$ cat src/rtl/z480_pkg.sv
// z480_pkg: shared definitions for the Z480 execute-cluster branch unit.
//   - branch op encodings carried on in_op
//   - bit positions inside the 32-bit writeback flag word
//   - branch unit control state enum
//   - small decode helper shared by the datapath
package z480_pkg;

  localparam logic [3:0] Z480_BR_BEQ  = 4'd0;
  localparam logic [3:0] Z480_BR_BNE  = 4'd1;
  localparam logic [3:0] Z480_BR_BLT  = 4'd2;
  localparam logic [3:0] Z480_BR_BGE  = 4'd3;
  localparam logic [3:0] Z480_BR_BLTU = 4'd4;
  localparam logic [3:0] Z480_BR_BGEU = 4'd5;
  localparam logic [3:0] Z480_BR_JAL  = 4'd6;
  localparam logic [3:0] Z480_BR_JALR = 4'd7;

  localparam int Z480_WBF_MISPRED = 0;
  localparam int Z480_WBF_TAKEN   = 1;
  localparam int Z480_WBF_ILLEGAL = 2;
  localparam int Z480_WBF_USED_W  = 3;

  typedef enum logic {
    Z480_ST_RUN   = 1'b0,
    Z480_ST_DRAIN = 1'b1
  } z480_br_state_e;

  function automatic logic z480_is_jump(input logic [3:0] op);
    return (op == Z480_BR_JAL) || (op == Z480_BR_JALR);
  endfunction

endpackage

$ cat src/rtl/z480_wb_fifo.sv
// z480_wb_fifo: generic synchronous FIFO used as the writeback queue of the
// execute units.
//   clk, rst        clock, asynchronous active-high reset
//   clear           synchronous empty (pipeline flush); wins over push/pop
//   push, push_data write one entry; ignored when full unless popping too
//   pop             drop the head entry; ignored when empty
//   pop_data        head entry (only meaningful while !empty)
//   empty, full     occupancy flags
// DEPTH must be a power of two >= 1. A push and pop in the same cycle while
// full is legal: the head leaves and the new entry takes the freed slot.
module z480_wb_fifo #(
  parameter int WIDTH = 8,
  parameter int DEPTH = 2
) (
  input  logic             clk,
  input  logic             rst,
  input  logic             clear,
  input  logic             push,
  input  logic [WIDTH-1:0] push_data,
  input  logic             pop,
  output logic [WIDTH-1:0] pop_data,
  output logic             empty,
  output logic             full
);

  localparam int PTR_W = (DEPTH > 1) ? $clog2(DEPTH) : 1;
  localparam int CNT_W = $clog2(DEPTH + 1);

  logic [PTR_W-1:0] wr_ptr_q, wr_ptr_d;
  logic [PTR_W-1:0] rd_ptr_q, rd_ptr_d;
  logic [CNT_W-1:0] count_q, count_d;
  logic [WIDTH-1:0] mem_q [DEPTH];
  logic             do_push;
  logic             do_pop;

  // Explicit wrap keeps DEPTH == 1 (single slot, pointer pinned at 0) correct.
  function automatic logic [PTR_W-1:0] ptr_inc(input logic [PTR_W-1:0] p);
    logic [PTR_W-1:0] n;
    if (p == PTR_W'(DEPTH - 1)) n = '0;
    else                        n = p + 1'b1;
    return n;
  endfunction

  assign empty    = (count_q == '0);
  assign full     = (count_q == CNT_W'(DEPTH));
  assign pop_data = mem_q[rd_ptr_q];

  always_comb begin
    do_pop   = pop && !empty;
    do_push  = push && (!full || do_pop);
    wr_ptr_d = wr_ptr_q;
    rd_ptr_d = rd_ptr_q;
    count_d  = count_q;
    if (clear) begin
      wr_ptr_d = '0;
      rd_ptr_d = '0;
      count_d  = '0;
    end else begin
      if (do_push) wr_ptr_d = ptr_inc(wr_ptr_q);
      if (do_pop)  rd_ptr_d = ptr_inc(rd_ptr_q);
      case ({do_push, do_pop})
        2'b10:   count_d = count_q + 1'b1;
        2'b01:   count_d = count_q - 1'b1;
        default: count_d = count_q;
      endcase
    end
  end

  always_ff @(posedge clk or posedge rst) begin
    if (rst) begin
      wr_ptr_q <= '0;
      rd_ptr_q <= '0;
      count_q  <= '0;
    end else begin
      wr_ptr_q <= wr_ptr_d;
      rd_ptr_q <= rd_ptr_d;
      count_q  <= count_d;
    end
  end

  // Payload storage needs no reset; consumers only look at it while !empty.
  always_ff @(posedge clk) begin
    if (do_push && !clear) mem_q[wr_ptr_q] <= push_data;
  end

endmodule

$ cat src/rtl/z480_branch_unit.sv
// z480_branch_unit: resolves conditional branches and JAL/JALR, checks the
// outcome against the front-end prediction, raises a one-cycle redirect on
// mispredict and queues results for the shared completion bus.
//   clk, rst                 clock, asynchronous active-high reset
//   flush                    ROB flush: empties queue, cancels redirect, back to RUN
//   in_*                     uop offer (valid/ready handshake) with operands and prediction
//   wb_*                     writeback entry (valid/ready), flags: mispredict/taken/illegal
//   redirect_valid/_pc       registered redirect pulse and correct next PC
//   mispredict_count         saturating count of mispredicts accepted in RUN
//
// state | meaning
// ------+---------------------------------------------------------------
// RUN   | normal operation, accepted uops are resolved and queued
// DRAIN | redirect issued, wrong-path uops are accepted and dropped until flush
module z480_branch_unit
  import z480_pkg::*;
#(
  parameter int XLEN     = 64,
  parameter int ROB_W    = 6,
  parameter int PRD_W    = 7,
  parameter int WB_DEPTH = 2,
  parameter int CNT_W    = 32
) (
  input  logic             clk,
  input  logic             rst,
  input  logic             flush,
  input  logic             in_valid,
  output logic             in_ready,
  input  logic [ROB_W-1:0] in_rob_idx,
  input  logic             in_prd_valid,
  input  logic [PRD_W-1:0] in_prd,
  input  logic [3:0]       in_op,
  input  logic [XLEN-1:0]  in_pc,
  input  logic [XLEN-1:0]  in_imm,
  input  logic [XLEN-1:0]  in_src1,
  input  logic [XLEN-1:0]  in_src2,
  input  logic             in_pred_taken,
  input  logic [XLEN-1:0]  in_pred_target,
  output logic             wb_valid,
  input  logic             wb_ready,
  output logic [ROB_W-1:0] wb_rob_idx,
  output logic             wb_prd_valid,
  output logic [PRD_W-1:0] wb_prd,
  output logic [XLEN-1:0]  wb_value,
  output logic [31:0]      wb_flags,
  output logic             redirect_valid,
  output logic [XLEN-1:0]  redirect_pc,
  output logic [CNT_W-1:0] mispredict_count
);

  localparam int ENT_W = ROB_W + 1 + PRD_W + XLEN + Z480_WBF_USED_W;

  // Resolution datapath
  logic                       src_eq, src_lt_s, src_lt_u;
  logic                       res_taken, res_illegal, res_mispred, res_is_jump;
  logic [XLEN-1:0]            jalr_sum, res_target, res_fallthrough;

  // Queue entry fields
  logic                       ent_prd_valid;
  logic [PRD_W-1:0]           ent_prd;
  logic [XLEN-1:0]            ent_value;
  logic [Z480_WBF_USED_W-1:0] ent_flags;
  logic [ENT_W-1:0]           push_entry, pop_entry;

  logic [ROB_W-1:0]           pop_rob_idx;
  logic                       pop_prd_valid;
  logic [PRD_W-1:0]           pop_prd;
  logic [XLEN-1:0]            pop_value;
  logic [Z480_WBF_USED_W-1:0] pop_flags;

  logic                       fifo_empty, fifo_full, fifo_has_entry;
  logic                       accept, push, pop;

  z480_br_state_e             state_q, state_d;
  logic                       redirect_valid_q, redirect_valid_d;
  logic [XLEN-1:0]            redirect_pc_q, redirect_pc_d;
  logic [CNT_W-1:0]           mis_cnt_q, mis_cnt_d;

  always_comb begin
    src_eq          = (in_src1 == in_src2);
    src_lt_s        = ($signed(in_src1) < $signed(in_src2));
    src_lt_u        = (in_src1 < in_src2);
    res_taken       = 1'b0;
    res_illegal     = 1'b0;
    res_is_jump     = z480_is_jump(in_op);
    case (in_op)
      Z480_BR_BEQ:  res_taken = src_eq;
      Z480_BR_BNE:  res_taken = !src_eq;
      Z480_BR_BLT:  res_taken = src_lt_s;
      Z480_BR_BGE:  res_taken = !src_lt_s;
      Z480_BR_BLTU: res_taken = src_lt_u;
      Z480_BR_BGEU: res_taken = !src_lt_u;
      Z480_BR_JAL:  res_taken = 1'b1;
      Z480_BR_JALR: res_taken = 1'b1;
      default:      res_illegal = 1'b1;
    endcase

    jalr_sum        = in_src1 + in_imm;
    res_fallthrough = in_pc + XLEN'(4);
    if (in_op == Z480_BR_JALR) res_target = {jalr_sum[XLEN-1:1], 1'b0};
    else                       res_target = in_pc + in_imm;

    // A correct direction with a wrong target still counts when taken.
    res_mispred = (res_taken != in_pred_taken) ||
                  (res_taken && (res_target != in_pred_target));

    ent_prd_valid = res_is_jump ? in_prd_valid    : 1'b0;
    ent_prd       = res_is_jump ? in_prd          : '0;
    ent_value     = res_is_jump ? res_fallthrough : '0;
    ent_flags                   = '0;
    ent_flags[Z480_WBF_MISPRED] = res_mispred;
    ent_flags[Z480_WBF_TAKEN]   = res_taken;
    ent_flags[Z480_WBF_ILLEGAL] = res_illegal;
  end

  assign push_entry = {in_rob_idx, ent_prd_valid, ent_prd, ent_value, ent_flags};
  assign {pop_rob_idx, pop_prd_valid, pop_prd, pop_value, pop_flags} = pop_entry;

  z480_wb_fifo #(
    .WIDTH (ENT_W),
    .DEPTH (WB_DEPTH)
  ) u_wb_fifo (
    .clk       (clk),
    .rst       (rst),
    .clear     (flush),
    .push      (push),
    .push_data (push_entry),
    .pop       (pop),
    .pop_data  (pop_entry),
    .empty     (fifo_empty),
    .full      (fifo_full)
  );

  // Entries are hidden during a flush cycle so the completion bus never takes
  // one that is being discarded. Fields are zeroed whenever nothing is queued.
  assign fifo_has_entry = !fifo_empty;
  assign wb_valid       = fifo_has_entry && !flush;
  assign wb_rob_idx     = fifo_has_entry ? pop_rob_idx   : '0;
  assign wb_prd_valid   = fifo_has_entry ? pop_prd_valid : 1'b0;
  assign wb_prd         = fifo_has_entry ? pop_prd       : '0;
  assign wb_value       = fifo_has_entry ? pop_value     : '0;
  assign wb_flags       = fifo_has_entry ? {{(32-Z480_WBF_USED_W){1'b0}}, pop_flags} : '0;

  assign redirect_valid   = redirect_valid_q;
  assign redirect_pc      = redirect_pc_q;
  assign mispredict_count = mis_cnt_q;

  always_comb begin
    in_ready = 1'b0;
    if (!flush) begin
      if (state_q == Z480_ST_DRAIN) in_ready = 1'b1;
      else                          in_ready = !fifo_full || wb_ready;
    end
    accept = in_valid && in_ready;
    push   = accept && (state_q == Z480_ST_RUN);
    pop    = wb_valid && wb_ready;

    state_d          = state_q;
    redirect_valid_d = 1'b0;
    redirect_pc_d    = redirect_pc_q;
    mis_cnt_d        = mis_cnt_q;
    if (flush) begin
      state_d = Z480_ST_RUN;
    end else if (push && res_mispred) begin
      state_d          = Z480_ST_DRAIN;
      redirect_valid_d = 1'b1;
      redirect_pc_d    = res_taken ? res_target : res_fallthrough;
      if (!(&mis_cnt_q)) mis_cnt_d = mis_cnt_q + 1'b1;
    end
  end

  always_ff @(posedge clk or posedge rst) begin
    if (rst) begin
      state_q          <= Z480_ST_RUN;
      redirect_valid_q <= 1'b0;
      redirect_pc_q    <= '0;
      mis_cnt_q        <= '0;
    end else begin
      state_q          <= state_d;
      redirect_valid_q <= redirect_valid_d;
      redirect_pc_q    <= redirect_pc_d;
      mis_cnt_q        <= mis_cnt_d;
    end
  end

endmodule

$ cat config.mk
export PLATFORM = sky130hd
export DESIGN_NAME = z480_branch_unit
export DESIGN_NICKNAME = d
export VERILOG_FILES = /design/src/rtl/z480_pkg.sv /design/src/rtl/z480_wb_fifo.sv /design/src/rtl/z480_branch_unit.sv
export SDC_FILE = /design/constraint.sdc
export NUM_CORES = 1
export LEC_CHECK = 0
export CORE_MARGIN = 2
export CORE_UTILIZATION = 57
export DETAILED_ROUTE_END_ITERATION = 8
export PLACE_DENSITY_LB_ADDON = 0.25
export SYNTH_ARGS = -nofsm -noshare
export SYNTH_HDL_FRONTEND = slang
export SYNTH_SLANG_ARGS = --single-unit
$ cat constraint.sdc
create_clock -name clk -period 13.3 [get_ports clk]
set_input_delay 1.995 -clock clk [delete_from_list [all_inputs] [get_ports clk]]
set_output_delay 1.995 -clock clk [all_outputs]
set_load 0.005 [all_outputs]
==> impl_metrics.tcl <==
set metrics [dict create \
    synth_top_family_by_area "simple AND/OR/NAND/NOR gates" \
    setup_tns_ns 0 \
    die_area_um2 45900 \
    vdd_drop_max_mv 0.105 \
    yosysWarnings 0 \
    synth-edff-count 162 \
    crit_fanout 74 \
    grt_pass1_wl_mm 164 \
    tightestPinTransition_ns 1.14 \
    clock_path_buffers 3 \
    dp_hpwl_mm 87.7 \
    synth.avg_cell_area_um2 8.30 \
    clockRootBuffer "clkbuf_16" \
    rsz0062_at_grt "false" \
    synth_mux_area_share_pct 8.38 \
    max_freq_mhz 114 \
    htree_num_levels 1 \
    placementRows 77 \
    ys_types 81 \
    grt_max_degree 82 \
    slew_headroom_pct 23.5 \
    cts_made_buffers 22 \
    wl_mm 113 \
    final_area_um2 31400 \
    worstPathArrival_ns 9.20 \
    final_common_cell "clkdlybuf4s50_1" \
    wl_per_cell_um 27.8 \
    synthFlopType "edfxtp_1" \
    final_max_slew_viol_count 0 \
    postRouteAntennaNets 0 \
    placedCellCount 4014 \
    ctsHoldBuffers 0 \
    die_w_um 214 \
    layout_common_cells "523 x clkdlybuf4s50_1, 350 x nor2_1, 279 x nand2_1, 261 x a21oi_1, 191 x ha_1" \
    critPathRequiredTime_ns 13.70 \
    placed_area_um2 30600 \
    setup_viol 0 \
    fin_crit_ns 8.80 \
    outcome "complete, no violations" \
    hp-start "redirect_pc[43]" \
    viasPerCell 6.89 \
    antenna_found_initial 13 \
    ys_async_sr_fraction_pct 38.6 \
    startpoint "in_op[3]" \
    r2r_start "u_wb_fifo.count_q[1]" \
    grt.overflow.total 0 \
    cts_tree "built" \
    clkLatencyLatePin_ns 0.54 \
    io_pins 553 \
    fin_skew_ns 0.00933 \
    ys_seq_area_share_pct 29.5 \
    p_per_area_nw_per_um2 98.5 \
    synth.top_cell.area_share_pct 19.3 \
    finalNonFillerCells 4064 \
    syn_area_um2 25200 \
    io_buffers 523 \
    clkTransAtPathRegs_ns 0.07 \
    worst-setup-path-type "in -> reg" \
    startpoint_type "input port" \
    fin_nets 3984 \
    grt_pass1_vias 26700 \
    synth-adder-area-share_pct 9.65 \
    p_leak_nw 12.2 \
    clock-sinks 264 \
    postSynthCellCount 3035 \
    fillers 3129 \
    synth_top_area_cell "edfxtp_1" \
    cts_setup_buffers 0 \
    initial_core_util_pct 57.3 \
    core_area_um2 43900 \
    firstDrtPassIters 7 \
    fin_crit_sh_pct 66.2 \
    synth-simple-area-share_pct 21.5 \
    cts_resized 0 \
    synth_area_leaders "edfxtp_1 19%, dfrtp_1 10%, ha_1 9.5%" \
    drtIter0Drc 4438 \
    synth-compound-area-share_pct 17.8 \
    track_usage_pct 47.0 \
    gp_congestion 1.11 \
    synthToLayoutAreaGrowth_pct 24.9 \
    cp-end-kind "register" \
    cap_violations 0 \
    num_vias 28000 \
    final-hold-violation-count 0 \
    synth-xor-area-share_pct 8.53 \
    die_h_um 214 \
    hold_path_class "reg -> reg" \
    ys_ff_latch 264 \
    drive_gt1_share_pct 2.43 \
    drc 0 \
]
synthesized netlist by cell type (all sizes together), types with 9 or more instances:
cell	n
nand3	94
nor4	31
o21bai	16
dfrtp	102
nor2	354
mux2i	140
o211ai	19
a2111oi	14
and2	21
o21a	31
nand4	110
a221oi	10
clkbuf	122
and4	13
ha	191
nor3b	13
inv	101
xor2	135
mux2	63
nor2b	12
nor3	72
buf	60
o21ai	172
nand2	280
edfxtp	162
a211oi	25
a21o	33
xnor2	105
and3	49
a21oi	261
nand2b	16
a31oi	18
or3	20
or2	9
or4	11
a21boi	12
o31ai	16
area by class of cell:
type                            count  area, µm²  share of cell area, %
Antenna cell                        9       22.5                 0.0716
Clock buffer                       34        701                   2.23
Inverter                          101        382                   1.21
Timing Repair Buffer              542       5380                   17.1
Sequential cell                   264       7420                   23.6
Tap cell                          592        741                   2.36
Multi-Input combinational cell   2516      16700                   53.2
Clock inverter                      6       66.3                  0.211
critical path, cell delays in order:
cell and delay (ns):
clkdlybuf4s50_1 0.63, and3b_1 0.97, nand2_4 0.47, buf_4 0.52, a31oi_1 0.45, xnor2_1 0.10, a2111oi_0 0.34, nand3_1 0.13
nor4_1 0.41, nand4_1 0.21, a2111oi_0 0.70, nand4_1 0.24, nor4_4 0.27, buf_4 0.50, nor2_4 0.30, buf_4 0.38
mux2_1 0.40
path summary, 6_finish.rpt:
check,slack [ns],to,depth (start not counted)
setup reg to reg,9.44,redirect_pc[10],7
max in group asynchronous,10.18,redirect_pc[1],3
setup / recovery,4.50,redirect_pc[10],17
hold reg to reg,0.49,redirect_pc[43],1
min in group asynchronous,1.84,mispredict_count[29],2
hold / removal,0.49,redirect_pc[43],1
through the flow:
stage	hold WS, ns	worst slack [ns]	power, mW	util (%)
after floorplan	0.476	7.00	1.70	-
after global placement	0.470	4.63	2.29	69.8
after detailed placement	0.474	4.43	2.33	69.8
after CTS	0.494	4.95	3.02	71.5
after global routing	0.502	4.32	3.18	71.6
final	0.491	4.50	3.10	71.6
where the power goes:
part           total, mW  leakage, nW  internal, mW  switching (mW)
Combinational       1.33         9.14         0.569           0.765
Clock              0.698        0.376         0.387           0.311
Sequential          1.06         2.72         0.971          0.0923
cells by family after synthesis:
family | after synthesis
buffers and inverters | 283
and+or+nand+nor | 1129
AOI/OAI and AO/OA | 720
adders and majority gates | 193
DFF | 264
other | 1
muxes | 203
xor gates and xnor gates | 242
layer usage:
layer	up-vias	wire (µm)	part of all wire [%]	GRT usage, %
met2	2356	49000	43	72.8
met4	6	7380	6.5	25.6
li1	11900	-	-	-
met1	13200	41300	37	60.1
met3	518	15200	13	12.3
met5	-	39	0.035	0
registers in the layout, summed over array words and instances, names as in the netlist:
name and flops:
mispredict_count 32, redirect_pc 64, redirect_valid 1, state_q 1, u_wb_fifo.count_q 2, u_wb_fifo.mem_q 162, u_wb_fifo.rd_ptr_q 1, u_wb_fifo.wr_ptr_q 1
(Power assumes the default switching activity.)
